==> src/rtl/cdb_rs_entry.sv <==
// Single reservation-station entry: holds one instruction, snoops NUM_CDB result buses
// for missing source operands, and hands the complete instruction to its functional unit.
//
// state      | meaning
// -----------+------------------------------------------------------------
// ST_FREE    | entry empty, alloc_ready=1, CDB traffic ignored
// ST_WAITING | entry occupied, at least one source slot still waits for a tag
// ST_READY   | entry occupied, all operands present, issue_valid=1
module cdb_rs_entry #(
   parameter int DATA_WIDTH    = 4,
   parameter int CDB_TAG_WIDTH = 4,
   parameter int NUM_SRC       = 2,
   parameter int NUM_CDB       = 2,
   parameter int OP_WIDTH      = 3
) (
   input  logic                              clk,
   input  logic                              rst_n,
   input  logic [NUM_CDB-1:0]                cdb_in_valid,
   input  logic [NUM_CDB*CDB_TAG_WIDTH-1:0]  cdb_in_tag,
   input  logic [NUM_CDB*DATA_WIDTH-1:0]     cdb_in_data,
   input  logic                              alloc_valid,
   output logic                              alloc_ready,
   input  logic [OP_WIDTH-1:0]               alloc_op,
   input  logic [CDB_TAG_WIDTH-1:0]          alloc_dest_tag,
   input  logic [NUM_SRC*DATA_WIDTH-1:0]     alloc_src_data,
   input  logic [NUM_SRC-1:0]                alloc_src_is_valid,
   input  logic                              flush,
   output logic                              issue_valid,
   input  logic                              issue_ready,
   output logic [OP_WIDTH-1:0]               issue_op,
   output logic [CDB_TAG_WIDTH-1:0]          issue_dest_tag,
   output logic [NUM_SRC*DATA_WIDTH-1:0]     issue_src_data,
   output logic [NUM_SRC-1:0]                src_valid,
   output logic                              busy
);

   typedef enum logic [1:0] {
      ST_FREE    = 2'd0,
      ST_WAITING = 2'd1,
      ST_READY   = 2'd2
   } state_t;

   state_t                                state_q, state_d;
   logic [NUM_SRC-1:0]                    src_valid_q, src_valid_d;
   logic [NUM_SRC-1:0][DATA_WIDTH-1:0]    src_data_q, src_data_d;
   logic [OP_WIDTH-1:0]                   op_q, op_d;
   logic [CDB_TAG_WIDTH-1:0]              dest_q, dest_d;
   logic [NUM_SRC-1:0]                    hit;
   logic [NUM_SRC-1:0][DATA_WIDTH-1:0]    hit_data;
   logic [NUM_SRC-1:0][CDB_TAG_WIDTH-1:0] look_tag;
   logic                                  alloc_fire;
   logic                                  issue_fire;

   assign alloc_fire = alloc_valid && (state_q == ST_FREE);
   assign issue_fire = issue_ready && (state_q == ST_READY);

   // In FREE the compare runs on the incoming tag (same-cycle bypass), otherwise on the stored one.
   // Buses are scanned high to low so the lowest-index hit overrides.
   always_comb begin
      for (int s = 0; s < NUM_SRC; s++) begin
         look_tag[s] = (state_q == ST_FREE) ? alloc_src_data[s*DATA_WIDTH +: CDB_TAG_WIDTH]
                                            : src_data_q[s][CDB_TAG_WIDTH-1:0];
         hit[s]      = 1'b0;
         hit_data[s] = '0;
         for (int i = NUM_CDB - 1; i >= 0; i--) begin
            if (cdb_in_valid[i] &&
                (cdb_in_tag[i*CDB_TAG_WIDTH +: CDB_TAG_WIDTH] == look_tag[s])) begin
               hit[s]      = 1'b1;
               hit_data[s] = cdb_in_data[i*DATA_WIDTH +: DATA_WIDTH];
            end
         end
      end
   end

   always_comb begin
      state_d     = state_q;
      src_valid_d = src_valid_q;
      src_data_d  = src_data_q;
      op_d        = op_q;
      dest_d      = dest_q;
      if (flush) begin
         state_d     = ST_FREE;
         src_valid_d = '0;
      end else if (issue_fire) begin
         state_d     = ST_FREE;
         src_valid_d = '0;
      end else if (alloc_fire) begin
         op_d   = alloc_op;
         dest_d = alloc_dest_tag;
         for (int s = 0; s < NUM_SRC; s++) begin
            if (alloc_src_is_valid[s]) begin
               src_data_d[s]  = alloc_src_data[s*DATA_WIDTH +: DATA_WIDTH];
               src_valid_d[s] = 1'b1;
            end else if (hit[s]) begin
               src_data_d[s]  = hit_data[s];
               src_valid_d[s] = 1'b1;
            end else begin
               src_data_d[s]                      = '0;
               src_data_d[s][CDB_TAG_WIDTH-1:0]   = alloc_src_data[s*DATA_WIDTH +: CDB_TAG_WIDTH];
               src_valid_d[s]                     = 1'b0;
            end
         end
         state_d = (&src_valid_d) ? ST_READY : ST_WAITING;
      end else if (state_q == ST_WAITING) begin
         for (int s = 0; s < NUM_SRC; s++) begin
            if (!src_valid_q[s] && hit[s]) begin
               src_data_d[s]  = hit_data[s];
               src_valid_d[s] = 1'b1;
            end
         end
         state_d = (&src_valid_d) ? ST_READY : ST_WAITING;
      end
   end

   always_ff @(posedge clk or negedge rst_n) begin
      if (!rst_n) begin
         state_q     <= ST_FREE;
         src_valid_q <= '0;
         src_data_q  <= '0;
         op_q        <= '0;
         dest_q      <= '0;
      end else begin
         state_q     <= state_d;
         src_valid_q <= src_valid_d;
         src_data_q  <= src_data_d;
         op_q        <= op_d;
         dest_q      <= dest_d;
      end
   end

   assign busy           = (state_q != ST_FREE);
   assign alloc_ready    = (state_q == ST_FREE);
   assign issue_valid    = (state_q == ST_READY);
   assign src_valid      = src_valid_q;
   assign issue_op       = op_q;
   assign issue_dest_tag = dest_q;
   assign issue_src_data = src_data_q;

endmodule

==> config.mk <==
export PLATFORM = sky130hd
export DESIGN_NAME = cdb_rs_entry
export DESIGN_NICKNAME = d
export VERILOG_FILES = /design/src/rtl/cdb_rs_entry.sv
export SDC_FILE = /design/constraint.sdc
export NUM_CORES = 1
export LEC_CHECK = 0
export CORE_UTILIZATION = 49
export DETAILED_ROUTE_END_ITERATION = 10
export PLACE_DENSITY = 0.92
export SYNTH_ARGS = -nofsm -noshare
export SYNTH_HDL_FRONTEND = slang
export SYNTH_SLANG_ARGS = --single-unit
==> constraint.sdc <==
create_clock -name clk -period 6.4 [get_ports clk]
set_input_delay 1.92 -clock clk [delete_from_list [all_inputs] [get_ports clk]]
set_output_delay 1.92 -clock clk [all_outputs]
set_load 0.03 [all_outputs]
==> results by group, run 1 <==
Logic synthesis
  – #FFs+latches synth: 19
  – Synth Flop Type: dfrtp_1
  – Sequential area share after synthesis: 28.6%
  – Number of synthesized flops with an enable pin: 0
  – Synth warn: 0
  – Distinct cell type count after synthesis: 46
  – Cell taking the most area after synthesis: dfrtp_1
  – Post-synthesis net count: 236
  – Gate Count Post-Synth: 196
  – Top cell type's share of synthesized area: 28.6%
  – Dominant cells by area after synthesis: dfrtp_1 (29%), a211oi_1 (5.4%), nand3_1 (4.8%)
  – Average cell area after synthesis: 8.48 µm²
  – Async SR Flop Fraction: 100%
  – Synthesized cell area: 1660 µm²

Cells and area
  – Share of cells above drive strength 1: 8.06%
  – # diodes: 0
  – Syn-to-layout area delta: 36.7%
  – Nets: 289
  – Final core occ: 72.6%
  – Most frequent cells in the layout: clkdlybuf4s50_1 (59), dfrtp_1 (19), nand2_1 (17)
  – Commonest non-fill, non-tap cell in the layout: clkdlybuf4s50_1
  – Final Cell Area: 2270 µm²

Critical path
  – Critical Path Source Type: input port
  – Setup crit end kind: register
  – Worst path cell trace: clkdlybuf4s50_1, or3_1, a21o_1, a222oi_1, a22oi_2, o211ai_1, a32o_2
  – Required time of the critical path: 6.66 ns
  – Worst Path Arrival: 4.70 ns
  – Reg2reg path depth: 6
  – Worst path slowest cell: a222oi_1
  – Crit Path Category: in2reg
  – Crit path largest cell delay: 1.01 ns
  – Largest fanout on the critical path: 11

Clocking
  – Clk Tree Root Cell: clkbuf_4
  – CTS Hold Buffers Added: 0
  – CTS max path bufs: 2
  – Setup bufs post-CTS: 0
  – Clock Latency Late Sink: 0.31 ns
  – CTS tree: done
  – H-Tree Depth: 1
  – Clock buffer count from CTS: 3
  – Clk sinks: 19
  – CTS clk-pin slew, worst paths: 0.13 ns
  – Post-CTS Resized: 0

STA
  – Peak Freq: 225 MHz
  – Fin crit share: 69.3%
  – Worst slew margin: 17.6%
  – Layout Skew: 0.00895 ns
  – Slew Viols, Final: 0
  – RSZ-0062 raised after global routing: false
  – Final Hold Vio Count: 0
  – Worst-margin pin slew: 1.24 ns
  – Min Clock Period, post-route: 4.44 ns
  – Finish-stage setup viols: 0
  – Setup WS post-layout: 1.96 ns
  – Post-route setup TNS: 0 ns

Routing
  – Via count: 1,809
  – Via-to-Cell Ratio: 6.20
  – DR WL/cell: 16.8 µm
  – Drc violations: 0
  – Detail Route Antenna Nets: 0
  – DRT iter0 DRCs: 180
  – Final wirelength: 4900 µm
  – First drt pass iteration count: 5

Floorplan
  – Rows: 20
  – Die X: 60.2 µm
  – Starting Density: 53.1%
  – Core area: 3130 µm²
  – Die height: 60.2 µm
  – Ports: 60
  – DIE AREA: 3630 µm²

GRT
  – All-Layer GR Usage: 29.1%
  – Initial antenna violation count: 0
  – Vias in the first global route: 1,743
  – Largest net degree at the start of global routing: 22
  – GRT overflow: 0
  – First-pass GRT wire length: 7750 µm

Placement
  – GPL Wtd Cong: 0.931
  – Port Buffers: 59
  – Placed cell area: 2240 µm²
  – Pre-CTS setup slack: 1.69 ns
  – Detailed Place HPWL: 3760 µm

Power
  – PD cells: 265 nW/µm²
  – Worst VDD drop: 0.167 mV
  – Power Total: 603 µW
  – Leakage: 0.894 nW

Min path
  – Hold Crit Class: reg2reg
  – Hold path depth: 1

Flow run
  – Max-Cap Viols: 0

Outcome
  – Outcome: finished clean
-- flip-flops by register name, summed over array words and instances, names as in the netlist --
name,count
issue_dest_tag,4
issue_src_data,8
src_valid,2
issue_op,3
state_q,2
-- logic make-up after synthesis --
kind of cell	Yosys count	synth area share [%]
XOR/XNOR	14	7.38
buffers and inverters	17	5.12
multiplexers	7	4.74
AO/OA/AOI/OAI	68	30.9
AND/OR/NAND/NOR	71	23.2
flip-flops	19	28.6
-- Yosys cell counts, drive strengths merged, types with 3 or more instances --
library cell	instances
xor2	6
or3	9
and3	5
nand2	17
buf	9
xnor2	8
mux2	7
o211ai	7
o21a	3
a21oi	6
o21bai	4
a211oi	12
nor2	8
a21o	9
nor4	4
o21ai	6
o22ai	6
a31oi	4
and4	4
inv	6
dfrtp	19
nand3	16
-- routing by layer --
layer  vias up  wire (µm)  share of wire (%)  global-route usage, %
li1        858          -                  -                      -
met1       830       2120                 43                   36.9
met2       104       2240                 46                   48.0
met3        17        371                7.6                   3.90
met4         0        169                3.4                   14.3
met5         -          0                  0                      0
-- through the flow --
step           std cells  hold WS, ns
5_1_grt              292        0.540
2_1_floorplan        196        0.720
3_3_place_gp         288        0.489
6_report             292        0.523
3_5_place_dp         288        0.500
4_1_cts              292        0.527
-- final cells by class --
type	count	area [µm²]
repair buffers	59	591
flip-flops and latches	19	475
inverters	6	22.5
well taps	44	55.1
clock inverters	1	5.00
fillers	275	856
clock buffers	3	22.5
multi-input cells	160	1100
-- power by group --
group	leakage (nW)	switching, mW	internal, mW
Sequential	0.233	0.0458	0.156
Clock	0.0177	0.0427	0.0234
Combinational	0.643	0.181	0.153
Total	0.894	0.270	0.333
-- worst max-delay path: cells and delay by family --
family / cells / cell delay, ns
AOI/OAI and AO/OA: 5 / 1.87
buffers and inverters: 1 / 0.48
and+or+nand+nor: 1 / 0.42
-- worst paths after layout --
kind                                   startpoint           endpoint  slack (ns)
worst min register to register        issue_op[1]        issue_op[1]        0.52
max in group asynchronous                   rst_n  issue_src_data[5]        3.77
worst max-delay path            alloc_src_data[4]         state_q[1]        1.96
worst min-delay path                  issue_op[1]        issue_op[1]        0.52
worst max register to register         state_q[1]         state_q[1]        3.35
min in group asynchronous                   rst_n        issue_op[0]        2.09
Power figures use the tool's default switching activity.
==> inputs of run 2 (changes only) <==
Settings changed: CORE_UTILIZATION 49 to 45, PLACE_DENSITY 0.92 to 0.86.
Clock period 6.4 ns to 4.35 ns, I/O delays scaled along.
==> results by group, run 2 (synthesized netlist as in run 1, its figures left out) <==
STA
  – Post-route setup TNS: 0 ns (unchanged)
  – Min Clock Period, post-route: 3.42 ns
  – Finish-stage setup viols: 0 (unchanged)
  – Layout Skew: 0.00608 ns (-0.00287 ns)
  – Worst slew margin: 42.9% (+25 points)
  – Final Hold Vio Count: 0 (unchanged)
  – Worst-margin pin slew: 0.854 ns (-0.382 ns)
  – RSZ-0062 raised after global routing: false
  – Peak Freq: 292 MHz
  – Fin crit share: 78.6%
  – Slew Viols, Final: 0 (unchanged)

Clocking
  – CTS tree: done
  – CTS max path bufs: 2 (unchanged)
  – Clock Latency Late Sink: 0.26 ns (-0.05 ns)
  – Clk sinks: 19 (unchanged)
  – Setup bufs post-CTS: 0 (unchanged)
  – Clk Tree Root Cell: clkbuf_8
  – Post-CTS Resized: 0 (unchanged)
  – Clock buffer count from CTS: 3 (unchanged)
  – CTS clk-pin slew, worst paths: 0.08 ns (-0.05 ns)
  – H-Tree Depth: 1 (unchanged)
  – CTS Hold Buffers Added: 0 (unchanged)

Routing
  – DRT iter0 DRCs: 158 (-12%)
  – First drt pass iteration count: 4 (-1)
  – Detail Route Antenna Nets: 0 (unchanged)
  – Via count: 1,783 (-1.4%)
  – Via-to-Cell Ratio: 5.98 (-3.4%)
  – Drc violations: 0 (unchanged)
  – Final wirelength: 4750 µm (-3.0%)
  – DR WL/cell: 15.9 µm (-5.0%)

Min path
  – Hold path depth: 1 (unchanged)
  – Hold Crit Class: reg2reg

Power
  – PD cells: 397 nW/µm² (+49%)
  – Leakage: 0.923 nW (+3.2%)
  – Worst VDD drop: 0.289 mV (+73%)
  – Power Total: 921 µW (+53%)

Cells and area
  – Commonest non-fill, non-tap cell in the layout: clkdlybuf4s50_1
  – Share of cells above drive strength 1: 9.52% (+1.5 points)
  – Most frequent cells in the layout: clkdlybuf4s50_1 (59), dfrtp_1 (19), nand2_1 (17)
  – Syn-to-layout area delta: 39.8%
  – Nets: 293 (+1.4%)
  – Final Cell Area: 2320 µm² (+2.3%)
  – Largest register FFs: 8 (unchanged)
  – # diodes: 0 (unchanged)
  – Post-route non-filler standard cell count: 298 (+2.1%)
  – Layout fillers: 298 (+8.4%)
  – Register area: 475 µm² (unchanged)
  – Multi-input logic area: 1100 µm² (unchanged)

Floorplan
  – Ports: 60 (unchanged)
  – Die X: 62.8 µm (+4.2%)
  – Core area: 3440 µm² (+10%)
  – DIE AREA: 3940 µm² (+8.6%)
  – Die height: 62.8 µm (+4.2%)
  – Starting Density: 48.3% (-4.8 points)
  – Rows: 21 (+5.0%)

GRT
  – Vias in the first global route: 1,716 (-1.5%)
  – GRT overflow: 0 (unchanged)
  – Largest net degree at the start of global routing: 22 (unchanged)
  – All-Layer GR Usage: 24.9% (-4.1 points)
  – Initial antenna violation count: 0 (unchanged)
  – First-pass GRT wire length: 7760 µm (+0.18%)

Critical path
  – Worst path slowest cell: clkdlybuf4s50_1
  – Critical Path Source Type: register
  – Crit path largest cell delay: 0.69 ns (-0.32 ns)
  – Worst Path Arrival: 2.11 ns (-2.59 ns)
  – Setup crit end kind: output port
  – Required time of the critical path: 3.04 ns (-3.62 ns)
  – Crit Path Category: reg2out
  – Largest fanout on the critical path: 21 (+10)
  – Reg2reg path depth: 7 (+1)
  – Worst path cell trace: or2_1, inv_2, clkdlybuf4s50_1

Placement
  – Placed cells: 294 (+2.1%)
  – Placed cell area: 2280 µm² (+1.4%)
  – Detailed Place HPWL: 3680 µm (-2.3%)
  – Port Buffers: 59 (unchanged)
  – GPL Wtd Cong: 0.930 (-0.19%)

Outcome
  – Outcome: finished clean

Flow run
  – Max-Cap Viols: 0 (unchanged)
[run 2: cell types whose count changed in the layout (fill, tap and decap cells not counted), sizes merged]
cell,before,now
buf,0,4
[run 2: cell type report]
class                      instances  share of cell area [%]
multi-input combinational        160                    47.4
timing repair buffer              63                    26.7
sequential                        19                    20.5
tap                               46                    2.48
clock buffer                       3                    1.78
inverter                           6                   0.969
clock inverter                     1                   0.215
[run 2: critical path, delay by kind of cell, from the launching register on]
| kind | cells | cell delay, ns |
|---|---|---|
| buffers and inverters | 2 | 0.86 |
| flip-flops | 1 | 0.58 |
| AND/OR/NAND/NOR | 1 | 0.40 |
[run 2: path summary, 6_finish.rpt]
| check | from | endpoint | slack [ns] |
|---|---|---|---|
| hold / removal | issue_dest_tag[2] | issue_dest_tag[2] | 0.51 |
| max in group asynchronous | rst_n | issue_src_data[2] | 2.30 |
| min in group asynchronous | rst_n | issue_dest_tag[2] | 1.52 |
| setup / recovery | state_q[1] | alloc_ready | 0.93 |
| hold reg to reg | issue_dest_tag[2] | issue_dest_tag[2] | 0.51 |
| setup reg to reg | state_q[1] | state_q[1] | 1.78 |
[run 2: layer usage]
metal  vias to the layer above  part of all wire (%)  GRT usage [%]
met5                         -                     0              0
met4                         0                   2.5           12.2
li1                        865                     -              -
met3                        16                   6.3           4.20
met2                        76                    47           40.1
met1                       826                    44           32.2
[run 2: report_power, final]
group	switching [mW]	total (mW)	internal (mW)
combinational	0.267	0.497	0.231
sequential	0.0663	0.297	0.230
clock	0.0636	0.127	0.0639
[run 2: through the flow]
step / worst slack, ns / hold WS (ns) / util (%)
6_report: 0.931 / 0.512 / 67.5
2_1_floorplan: 1.46 / 0.720 / -
3_3_place_gp: 0.852 / 0.488 / 66.2
4_1_cts: 0.941 / 0.512 / 67.5
3_5_place_dp: 0.785 / 0.498 / 66.2
5_1_grt: 0.830 / 0.528 / 67.5
